### src/rtl/usart_arbiter.sv
// usart_arbiter: round-robin arbiter that lets two masters share the
// supervisor USART's 8-bit register bus. One single-byte transaction runs
// at a time. Each transaction drives an active-low strobe for a fixed
// width, then holds both strobes high for a fixed recovery time. Read data
// is captured while the strobe is still low, and the owning port gets a
// one-cycle acknowledge.
module usart_arbiter #(
  parameter int STROBE_CYCLES  = 3,  // strobe low width in clocks, 2..15
  parameter int RECOVER_CYCLES = 2   // recovery high width in clocks, 1..15
) (
  input  logic       busclk_i,
  input  logic       reset_i,
  // port 0: Z80 host I/O decoder
  input  logic       req0_i,
  input  logic       we0_i,
  input  logic [3:0] adr0_i,
  input  logic [7:0] wdat0_i,
  output logic       ack0_o,
  output logic [7:0] rdat0_o,
  // port 1: monitor / IPL sequencer
  input  logic       req1_i,
  input  logic       we1_i,
  input  logic [3:0] adr1_i,
  input  logic [7:0] wdat1_i,
  output logic       ack1_o,
  output logic [7:0] rdat1_o,
  // USART side
  output logic [3:0] A_o,
  output logic [7:0] D_o,
  input  logic [7:0] D_i,
  output logic       nWR_o,
  output logic       nRD_o,
  output logic       busy_o,
  output logic       gnt_o
);

  localparam logic [1:0] IDLE    = 2'd0;
  localparam logic [1:0] STROBE  = 2'd1;
  localparam logic [1:0] RECOVER = 2'd2;

  // The counter runs from load value down to zero inclusive, so a phase
  // lasts exactly (load + 1) clocks.
  localparam logic [3:0] STROBE_LOAD  = 4'(STROBE_CYCLES - 1);
  localparam logic [3:0] RECOVER_LOAD = 4'(RECOVER_CYCLES - 1);

  logic [1:0] state;
  logic [3:0] cnt;

  logic       any_req;
  logic       winner;
  logic       win_we;
  logic [3:0] win_adr;
  logic [7:0] win_wdat;

  // Pick the port to serve next and route its request fields.
  // NOTE: every signal written here gets a default first, so no latch can be inferred.
  always_comb begin
    any_req  = req0_i | req1_i;
    winner   = 1'b0;
    if (req0_i && req1_i) begin
      // Contention goes to the port that was not served last.
      winner = ~gnt_o;
    end else begin
      // Sole requester wins; port 1 alone means winner = 1.
      winner = req1_i;
    end
    win_we   = winner ? we1_i   : we0_i;
    win_adr  = winner ? adr1_i  : adr0_i;
    win_wdat = winner ? wdat1_i : wdat0_i;
  end

  // Transaction sequencer: grant, strobe, capture/ack, recovery.
  // NOTE: sequential state uses non-blocking assignments, so every register updates from pre-edge values.
  always_ff @(posedge busclk_i) begin
    if (reset_i) begin
      state   <= IDLE;
      cnt     <= 4'd0;
      nWR_o   <= 1'b1;
      nRD_o   <= 1'b1;
      A_o     <= 4'd0;
      D_o     <= 8'd0;
      ack0_o  <= 1'b0;
      ack1_o  <= 1'b0;
      rdat0_o <= 8'd0;
      rdat1_o <= 8'd0;
      busy_o  <= 1'b0;
      // Treating port 1 as last served makes port 0 win the first contention.
      gnt_o   <= 1'b1;
    end else begin
      // Acks are single-cycle pulses unless re-asserted below.
      ack0_o <= 1'b0;
      ack1_o <= 1'b0;

      case (state)
        IDLE: begin
          if (any_req) begin
            A_o    <= win_adr;
            D_o    <= win_wdat;
            gnt_o  <= winner;
            nWR_o  <= ~win_we;
            nRD_o  <= win_we;
            cnt    <= STROBE_LOAD;
            state  <= STROBE;
            busy_o <= 1'b1;
          end
        end

        STROBE: begin
          if (cnt == 4'd0) begin
            // The strobe is still low in this cycle, so D_i is valid now.
            if (!nRD_o) begin
              if (gnt_o) rdat1_o <= D_i;
              else       rdat0_o <= D_i;
            end
            if (gnt_o) ack1_o <= 1'b1;
            else       ack0_o <= 1'b1;
            nWR_o <= 1'b1;
            nRD_o <= 1'b1;
            cnt   <= RECOVER_LOAD;
            state <= RECOVER;
          end else begin
            cnt <= cnt - 4'd1;
          end
        end

        RECOVER: begin
          if (cnt == 4'd0) begin
            state  <= IDLE;
            busy_o <= 1'b0;
          end else begin
            cnt <= cnt - 4'd1;
          end
        end

        default: begin
          state  <= IDLE;
          busy_o <= 1'b0;
          nWR_o  <= 1'b1;
          nRD_o  <= 1'b1;
        end
      endcase
    end
  end

endmodule

### config.mk
export PLATFORM = sky130hd
export DESIGN_NAME = usart_arbiter
export DESIGN_NICKNAME = d
export VERILOG_FILES = /design/src/rtl/usart_arbiter.sv
export SDC_FILE = /design/constraint.sdc
export NUM_CORES = 1
export LEC_CHECK = 0
export BUFFER_PORTS_ARGS = -buffer_cell sky130_fd_sc_hd__clkbuf_2
export CELL_PAD_IN_SITES_DETAIL_PLACEMENT = 1
export CELL_PAD_IN_SITES_GLOBAL_PLACEMENT = 2
export CORE_ASPECT_RATIO = 1.2
export CORE_MARGIN = 2
export CORE_UTILIZATION = 29
export CTS_CLUSTER_DIAMETER = 150
export DETAILED_ROUTE_END_ITERATION = 10
export PLACE_DENSITY_LB_ADDON = 0.1
export SYNTH_ARGS = -nofsm -noshare
export SYNTH_HDL_FRONTEND = slang
export SYNTH_SLANG_ARGS = --single-unit
### constraint.sdc
create_clock -name busclk_i -period 5.7 [get_ports busclk_i]
set_clock_uncertainty 0.2 [all_clocks]
set_input_delay 0.855 -clock busclk_i [delete_from_list [all_inputs] [get_ports busclk_i]]
set_output_delay 0.855 -clock busclk_i [all_outputs]
set_load 0.01 [all_outputs]
==> qor.yml, run 1 <==
status:
  status: "complete, no violations"
critical_path:
  worstSetupPathType: "input port to flop"
  cp-startpoint: "req1_i"
  critPathCaptureType: "flop"
  critPathArrivalTime_ps: 2450
  cp.required_ps: 5680
  r2r-start: "cnt[0]"
  start_kind: "input port"
  critPathMaxFanout: 14
  r2r_cells: 6
timing:
  rsz0062_at_grt: "false"
  max_freq_mhz: 404
  maxSlewViolCount: 0
  worstMarginPinSlew_ps: 949
  fin_tns_setup_ps: 0
  post-route-period-util_pct: 43.4
  min_period_ps: 2470
  relSlewSlack_pct: 36.4
  finalHoldViolCount: 0
  setup_viol: 0
floorplan:
  core_sq_um: 5970
  ios: 72
  rows: 31
  initial_core_util_pct: 29.8
  die_y_microns: 89.8
  die-area_sq_um: 6790
  die-width_microns: 75.5
cells_and_area:
  n_fill_cell: 757
  area_growth_pct: 29.5
  num_antenna_cells: 0
  fin_nets: 304
  finish.utilization_pct: 38.6
  drive_above_1_share_pct: 33.2
power_and_ir_drop:
  ir_drop_mv: 0.127
  p_leak_nw: 1.04
  finalPower_w: 0.000845
  power.density_nw_per_um2: 366
routing:
  vias_per_cell: 4.69
  wl_microns: 4600
  via_count: 1613
  drt_iter0_drc: 47
  final_antenna_net_count: 0
  first_pass_iters: 4
  avgRoutedWirePerCell_microns: 13.4
  drc_errors: 0
clock_tree:
  hold_buffers: 0
  cts_num_sinks: 40
  clock_latency_ps: 290
  clk_pin_slew_ps: 80
  cts-root-buf: "clkbuf_8"
  cts-buffers-inserted: 5
  cts_tree: "done"
  htree_levels: 2
  post_cts_buffers: 0
  clk_path_buf_depth: 2
  post_cts_resized: 0
hold_path:
  worstHoldStart: "rdat0_o[4]"
  min_path_cells: 2
  hold_path_class: "flop to flop"
grt:
  grt_pass1_vias: 1658
  overflow: 0
  antenna_found_initial: 0
  grt_use_total_pct: 14.8
  grt_max_degree: 42
  grt_pass1_wl_microns: 7830
synth:
  syn_area_per_cell_sq_um: 9.18
  synthTopCellsByArea: "dfxtp_1 45%, mux2i_1 12%, a211oi_1 5.9%"
  syn_area_sq_um: 1780
  ys_dominant_reg_cell: "dfxtp_1"
  seq_area_frac_synth_pct: 45.0
  synth.distinct_cells: 35
  yosys.area.top_type: "dfxtp_1"
  ys_warn_count: 0
  yosys.area.top_type_share_pct: 45.0
  ys_async_sr_fraction_pct: 0
  syn_nets: 237
  post_synth_inst_count: 194
  synth_edf_count: 0
  ys_ff_latch: 40
placed_design:
  portBuffers: 71
  gp_routability_congestion: 0.739
  dp.final_hpwl_microns: 3450
flow_run:
  maxCapViolations: 0
-- metrics by stage --
step	worst slack, ps	instances	hold slack [ps]	instance area [sq um]
after floorplan	3630	194	281	1780
final	3230	344	261	2310
after global routing	3060	344	294	2310
after CTS	3200	344	264	2310
after detailed placement	2890	336	251	2190
after global placement	2930	336	243	2190
-- critical path, stage by stage --
cell,delay (ps)
clkbuf_2,120
a21boi_2,750
mux2_2,410
o32ai_1,240
nand2b_1,80
-- layer usage --
metal,wire length [microns],vias up,GRT usage (%)
met5,0,-,0
met4,52,0,3.95
met3,329,6,4.82
met2,2050,52,22.2
met1,2170,735,20.2
li1,-,820,-
-- layout make-up --
type / count / area (sq um) / share of cell area (%)
multi-input cells: 137 / 910 / 39.4
inverters: 5 / 18.8 / 0.814
well taps: 82 / 103 / 4.45
clock inverters: 3 / 42.5 / 1.84
clock buffers: 5 / 68.8 / 2.98
repair buffers: 72 / 363 / 15.7
flip-flops and latches: 40 / 801 / 34.7
-- cell families after synthesis --
kind of cell | after synthesis | share of synthesized area [%]
simple gates | 68 | 18.8
mux | 22 | 12.4
buf+inv | 17 | 3.94
flops | 40 | 45.0
compound gates | 42 | 16.4
fa+ha+maj | 5 | 3.51
-- power breakdown --
| group | internal (W) | switching [W] |
|---|---|---|
| clock | 0.000130 | 0.000104 |
| sequential | 0.000319 | 0.0000278 |
| combinational | 0.000113 | 0.000151 |
| total | 0.000563 | 0.000282 |
-- worst paths after layout --
kind                      to  slack [ps]
setup / recovery       nRD_o        3230
hold / removal    rdat0_o[4]         260
setup reg to reg  rdat1_o[1]        3390
hold reg to reg   rdat0_o[4]         260
-- cells in the mapped netlist (2+ instances only) --
cell type / number
dfxtp_1: 40
or3_1: 2
or2_2: 2
nand2b_1: 5
inv_1: 5
nor3_1: 3
o21ai_0: 3
a211oi_1: 14
buf_2: 2
o32ai_1: 4
a21oi_1: 12
clkbuf_1: 9
ha_1: 5
nand2_1: 17
a31oi_1: 3
nand4_1: 2
a311oi_1: 2
mux2i_1: 21
nor2_1: 27
-- registers in the layout, indices dropped and copies added (netlist names) --
name	cells
ack0_o	1
D_o	8
busy_o	1
rdat0_o	8
nWR_o	1
cnt	4
nRD_o	1
rdat1_o	8
gnt_o	1
ack1_o	1
state	2
A_o	4
-- cells in the final DEF (no fill, tap or decap), types with 12 or more instances in the layout --
cell type	Yosys	final
dfxtp_1	40	40
nand2_1	17	17
a21oi_1	12	12
nor2_1	27	27
clkbuf_2	0	71
mux2i_1	21	21
a211oi_1	14	14
No activity file was read; power rests on OpenSTA's default activity.
==> inputs of run 2 (changes only) <==
Settings changed: ABC_AREA from default to 1, CORE_UTILIZATION 29 to 23.
Clock period 5.7 ns to 2 ns, I/O delays scaled along.
==> qor.yml, run 2 <==
status:
  status: "complete, no violations"
critical_path:
  path_depth: 10  # +5
  path_cells: "inv_1, ha_1, inv_1, nand2_1, nand2_2, nand2_2, nor2_4, inv_1, nand2_1, nand3_1"
  cp.required_ps: 1970  # -3710 ps
  critPathArrivalTime_ps: 1750  # -700 ps
  path_delay_family: "simple AND/OR/NAND/NOR gates"
  cp_num_buf_inv: 3  # +2
  slowest_stage: "dfxtp_1"
  cp_common_cell: "inv_1"
  critPathCaptureType: "flop"
  worstSetupPathType: "flop to flop"
  r2r_cells: 10  # +4
  start_kind: "flop"
  critPathMaxFanout: 5  # -9
  cpPeakStageDelay_ps: 380  # -370 ps
power_and_ir_drop:
  power.density_nw_per_um2: 994  # +170%
  p_leak_nw: 1.13  # +8.2%
  ir_drop_mv: 0.326  # +160%
floorplan:
  die-width_microns: 84.3  # +12%
  rows: 35  # +13%
  ios: 72  # unchanged
  die-area_sq_um: 8450  # +25%
  core_sq_um: 7580  # +27%
  die_y_microns: 100  # +12%
  initial_core_util_pct: 23.5  # -6.3 points
synth:
  yosys.area.top_type_share_pct: 45.0  # +0.063 points
  seq_area_frac_synth_pct: 45.0  # +0.063 points
  synth.distinct_cells: 24  # -31%
  post-synth-top-count-cell: "nand2_1"
  syn_nets: 284  # +20%
  post_synth_inst_count: 241  # +24%
  synth_common_cells: "52 x nand2_1, 47 x nor2_1, 40 x dfxtp_1, 29 x o21ai_0, 17 x inv_1"
  synth_edf_count: 0  # unchanged
  ys_ff_latch: 40  # unchanged
  ys_async_sr_fraction_pct: 0  # unchanged
  syn_area_sq_um: 1780  # -0.14%
  ys_warn_count: 0  # unchanged
  syn_area_per_cell_sq_um: 7.38  # -20%
  yosys.area.top_type: "dfxtp_1"
  ys_dominant_reg_cell: "dfxtp_1"
  synthTopCellsByArea: "dfxtp_1 45%, nand2_1 11%, nor2_1 9.9%"
routing:
  vias_per_cell: 4.39  # -6.5%
  avgRoutedWirePerCell_microns: 12.5  # -6.4%
  via_count: 1794  # +11%
  final_antenna_net_count: 0  # unchanged
  wl_microns: 5130  # +11%
  drc_errors: 0  # unchanged
  first_pass_iters: 3  # -1
  drt_iter0_drc: 29  # -38%
timing:
  post-route-period-util_pct: 89.0
  relSlewSlack_pct: 77.9  # +41 points
  setup_viol: 0  # unchanged
  rsz0062_at_grt: "false"
  min_period_ps: 1780
  maxSlewViolCount: 0  # unchanged
  fin_tns_setup_ps: 0  # unchanged
  max_freq_mhz: 562
  finalHoldViolCount: 0  # unchanged
  worstMarginPinSlew_ps: 332  # -617 ps
grt:
  grt_max_degree: 36  # -14%
  grt_pass1_vias: 1831  # +10%
  grt_use_total_pct: 12.7  # -2.1 points
  grt_pass1_wl_microns: 8610  # +10%
  antenna_found_initial: 0  # unchanged
  overflow: 0  # unchanged
cells_and_area:
  drive_above_1_share_pct: 31.2  # -2.0 points
  n_fill_cell: 980  # +29%
  num_antenna_cells: 0  # unchanged
  final_common_cell: "clkbuf_2"
  register_area_sq_um: 802  # +0.16%
  final_area_sq_um: 2330  # +1.2%
  top_regs: "D_o (8), rdat0_o (8), rdat1_o (8)"
  multiInputGateArea_sq_um: 851  # -6.5%
  fin_nets: 360  # +18%
  area_growth_pct: 31.3
  final_cell_mix: "71 x clkbuf_2, 51 x nand2_1, 46 x nor2_1"
hold_path:
  hold_path_class: "input port to flop"
  min_path_cells: 3  # +1
clock_tree:
  cts-root-buf: "clkbuf_8"
  post_cts_buffers: 0  # unchanged
  htree_levels: 2  # unchanged
  clk_path_buf_depth: 2  # unchanged
  cts_num_sinks: 40  # unchanged
  clk_pin_slew_ps: 80  # about the same
  clock_latency_ps: 290  # about the same
  cts-buffers-inserted: 5  # unchanged
  cts_tree: "done"
placed_design:
  place_area_sq_um: 2240  # +2.2%
  dp.final_hpwl_microns: 3970  # +15%
  portBuffers: 71  # unchanged
  gp_routability_congestion: 0.750  # +1.4%
flow_run:
  maxCapViolations: 0  # unchanged
[run 2: changes by cell type after synthesis, moves of 4 or more]
cell | before | now
o32ai_1 | 4 | 0
clkbuf_1 | 9 | 1
a211oi_1 | 14 | 0
a21oi_1 | 12 | 4
o21ai_0 | 3 | 29
nand3_1 | 1 | 9
nand2_1 | 17 | 52
nor2_1 | 27 | 47
a31oi_1 | 3 | 12
inv_1 | 5 | 17
nand2b_1 | 5 | 0
mux2i_1 | 21 | 0
[run 2: area by class of cell]
type | count | area share [%]
sequential | 40 | 34.4
tap | 92 | 4.93
clock inverter | 2 | 0.536
timing repair buffer | 76 | 16.8
inverter | 22 | 3.97
clock buffer | 5 | 2.95
multi-input combinational | 172 | 36.4
[run 2: tightest hold or removal path: cells and delay by family]
family | cells | cell delay (ps)
AO/OA/AOI/OAI | 1 | 60
AND/OR/NAND/NOR | 1 | 50
buffers and inverters | 1 | 80
[run 2: worst paths after layout]
kind | start | to | slack [ps]
setup reg to reg | state[0] | nWR_o | 220
setup / recovery | state[0] | nWR_o | 220
hold / removal | wdat0_i[3] | D_o[3] | 30
hold reg to reg | busy_o | busy_o | 260
[run 2: logic make-up (layout without fill, tap and decap cells)]
group	after synthesis	after routing	synth area share, %
DFF	40	40	45.0
buffers and inverters	29	105	7.67
adders and majority gates	5	5	3.52
AOI/OAI and AO/OA	49	49	14.8
and+or+nand+nor	118	118	29.0
[run 2: report_power, final]
| part | internal (W) | leakage (nW) | switching [W] | total, W |
|---|---|---|---|---|
| Combinational | 0.000299 | 0.761 | 0.000489 | 0.000788 |
| Clock | 0.000237 | 0.0400 | 0.000298 | 0.000535 |
| Sequential | 0.000922 | 0.328 | 0.0000757 | 0.000998 |
[run 2: through the flow]
stage	std cells	hold WS, ps	setup slack (ps)	power (W)	util (%)
6_report	409	34.0	219	0.00232	30.8
5_1_grt	409	39.9	50.8	0.00252	30.8
4_1_cts	409	24.8	88.9	0.00237	30.7
3_5_place_dp	402	253	100	0.00181	29.6
3_3_place_gp	402	245	101	0.00182	29.6
2_1_floorplan	241	169	449	0.00153	-
[run 2: timing repair]
| item | 4_1_cts | 5_1_grt |
|---|---|---|
| hold buffers | 0 | 0 |
| setup endpoints to repair | 0 | 4 |
| resized for setup | 0 | 4 |
[run 2: metal layers]
metal  vias up  global-route usage (%)  routed length, microns
li1        929                       -                       -
met1       809                    14.7                    2230
met2        50                    22.3                    2460
met3         6                    3.95                     364
met4         0                    4.09                      70
met5         -                       0                       0
==> inputs of run 3 (changes only) <==
Settings changed: SETUP_SLACK_MARGIN from default to 0.5.
==> qor.yml, run 3 (synthesis gave the netlist of run 2 again) <==
status:
  status: "complete, no violations"
grt:
  grt_use_total_pct: 13.6  # +0.86 points
  grt_max_degree: 36  # unchanged
  use_met2_pct: 24.7  # +2.4 points
  busiest_layer: "met2"
  grt_pass1_vias: 1987  # +8.5%
  overflow: 0  # unchanged
  grt_pass1_wl_microns: 9200  # +6.8%
  antenna_found_initial: 0  # unchanged
  grtUsageMet1_pct: 15.1  # +0.34 points
  use_met3_pct: 3.95  # unchanged
placed_design:
  dp.final_hpwl_microns: 3990  # +0.55%
  portBuffers: 71  # unchanged
  gp_routability_congestion: 0.723  # -3.6%
  pre_cts_slack_ps: 244  # +144 ps
  dp_cells: 402  # unchanged
cells_and_area:
  num_antenna_cells: 0  # unchanged
  final_cell_mix: "71 x clkbuf_2, 46 x nand2_1, 46 x nor2_1"
  area_growth_pct: 49.9
  drive_above_1_share_pct: 43.1  # +12 points
  final_common_cell: "clkbuf_2"
  fin_nets: 375  # +4.2%
  stdcell_count: 424  # +3.7%
  top_regs: "D_o (8), rdat0_o (8), rdat1_o (8)"
timing:
  whs_ps: 36.0  # +1.99 ps
  setup_viol: 0  # unchanged
  post-route-period-util_pct: 74.8  # -14 points
  setup_slack_ps: 505  # +286 ps
  min_period_ps: 1500  # -286 ps
  max_freq_mhz: 669  # +19%
  fin_tns_setup_ps: 0  # unchanged
  worstMarginPinSlew_ps: 390  # +58.5 ps
  relSlewSlack_pct: 74.0  # -3.9 points
  finalHoldViolCount: 0  # unchanged
  maxSlewViolCount: 0  # unchanged
  rsz0062_at_grt: "true"
hold_path:
  min_path_cells: 3  # unchanged
  worstHoldStart: "wdat0_i[6]"
  hold_path_class: "input port to flop"
  holdPathEnd: "D_o[6]"
critical_path:
  critPathCaptureType: "flop"
  r2r-start: "state[1]"
  cpPeakStageDelay_ps: 370  # about the same
  critPathArrivalTime_ps: 1490  # -260 ps
  reg2reg_to: "D_o[7]"
  r2r_cells: 7  # -3
  path_delay_family: "buffers and inverters"
  start_kind: "flop"
  worstSetupPathType: "flop to flop"
  slowest_stage: "dfxtp_4"
  path_cells: "inv_4, ha_4, inv_4, nor2_4, buf_4, buf_4, a31oi_1"
  cp_num_buf_inv: 4  # +1
  path_depth: 7  # -3
  r2r_slack_ps: 500  # +290 ps
  critPathMaxFanout: 6  # +1
  cp.required_ps: 1990  # +20 ps
routing:
  wl_microns: 5660  # +10%
  drc_errors: 0  # unchanged
  drt_iter0_drc: 57  # +97%
  first_pass_iters: 4  # +1
  via_count: 1882  # +4.9%
  final_antenna_net_count: 0  # unchanged
  vias_per_cell: 4.44  # +1.2%
  avgRoutedWirePerCell_microns: 13.3  # +6.4%
power_and_ir_drop:
  finalPower_w: 0.00269  # +16%
  power.density_nw_per_um2: 1010  # +1.6%
  ir_drop_mv: 0.290  # -11%
  p_leak_nw: 1.23  # +9.1%
clock_tree:
  cts-buffers-inserted: 5  # unchanged
  cts_num_sinks: 40  # unchanged
  clock_latency_ps: 290  # about the same
  clk_pin_slew_ps: 80  # about the same
  cts_tree: "done"
  htree_levels: 2  # unchanged
  clk_path_buf_depth: 2  # unchanged
  cts-root-buf: "clkbuf_8"
floorplan:
  ios: 72  # unchanged
  die-area_sq_um: 8450  # unchanged
  rows: 35  # unchanged
  core_sq_um: 7580  # unchanged
  die_y_microns: 100  # unchanged
  initial_core_util_pct: 23.5  # unchanged
  die-width_microns: 84.3  # unchanged
flow_run:
  maxCapViolations: 0  # unchanged
run 3: through the flow:
step           utilization, %  area [sq um]
2_1_floorplan               -          1790
3_3_place_gp             29.7          2250
3_5_place_dp             29.7          2250
4_1_cts                  32.8          2490
5_1_grt                  35.2          2670
6_report                 35.2          2670
run 3: worst max-delay path by stage:
stage             start          to  slack (ps)
2_1_floorplan  state[0]       nWR_o         510
3_3_place_gp     cnt[0]  rdat0_o[7]         200
3_5_place_dp     cnt[0]  rdat0_o[7]         240
4_1_cts          cnt[0]  rdat0_o[7]         490
5_1_grt        state[1]       nRD_o         440
6_report       state[1]      D_o[7]         500
run 3: timing repair:
action / 4_1_cts / 5_1_grt
pin swaps: 3 / 13
gates cloned: 2 / 2
setup buffers: 3 / 8
hold buffers: 0 / 0
gates resized for setup: 40 / 40
setup endpoints to repair: 37 / 38
run 3: cell type report:
| type | instances | area (sq um) |
|---|---|---|
| Tap cell | 92 | 115 |
| Sequential cell | 40 | 812 |
| Clock buffer | 5 | 68.8 |
| Inverter | 22 | 115 |
| Timing Repair Buffer | 89 | 527 |
| Fill cell | 953 | 4910 |
| Clock inverter | 2 | 12.5 |
| Multi-Input combinational cell | 174 | 1010 |
run 3: per-layer routing:
| layer | up-vias | routed length (microns) |
|---|---|---|
| met5 | - | 0 |
| met4 | 0 | 117 |
| met3 | 9 | 365 |
| met2 | 54 | 2840 |
| met1 | 846 | 2330 |
| li1 | 973 | - |
run 3: worst reg2reg max path, delay by kind of cell, from the launching register on:
kind                     cells  cell delay, ps
buffers and inverters        4             410
adder cells (fa/ha/maj)      1             180
flip-flops                   1             370
AO/OA/AOI/OAI                1              70
AND/OR/NAND/NOR              1             160
run 3: report_power, final:
part | total (W) | internal (W) | switching (W)
registers | 0.00102 | 0.000929 | 0.0000933
clock network | 0.000533 | 0.000237 | 0.000296
logic | 0.00114 | 0.000504 | 0.000633
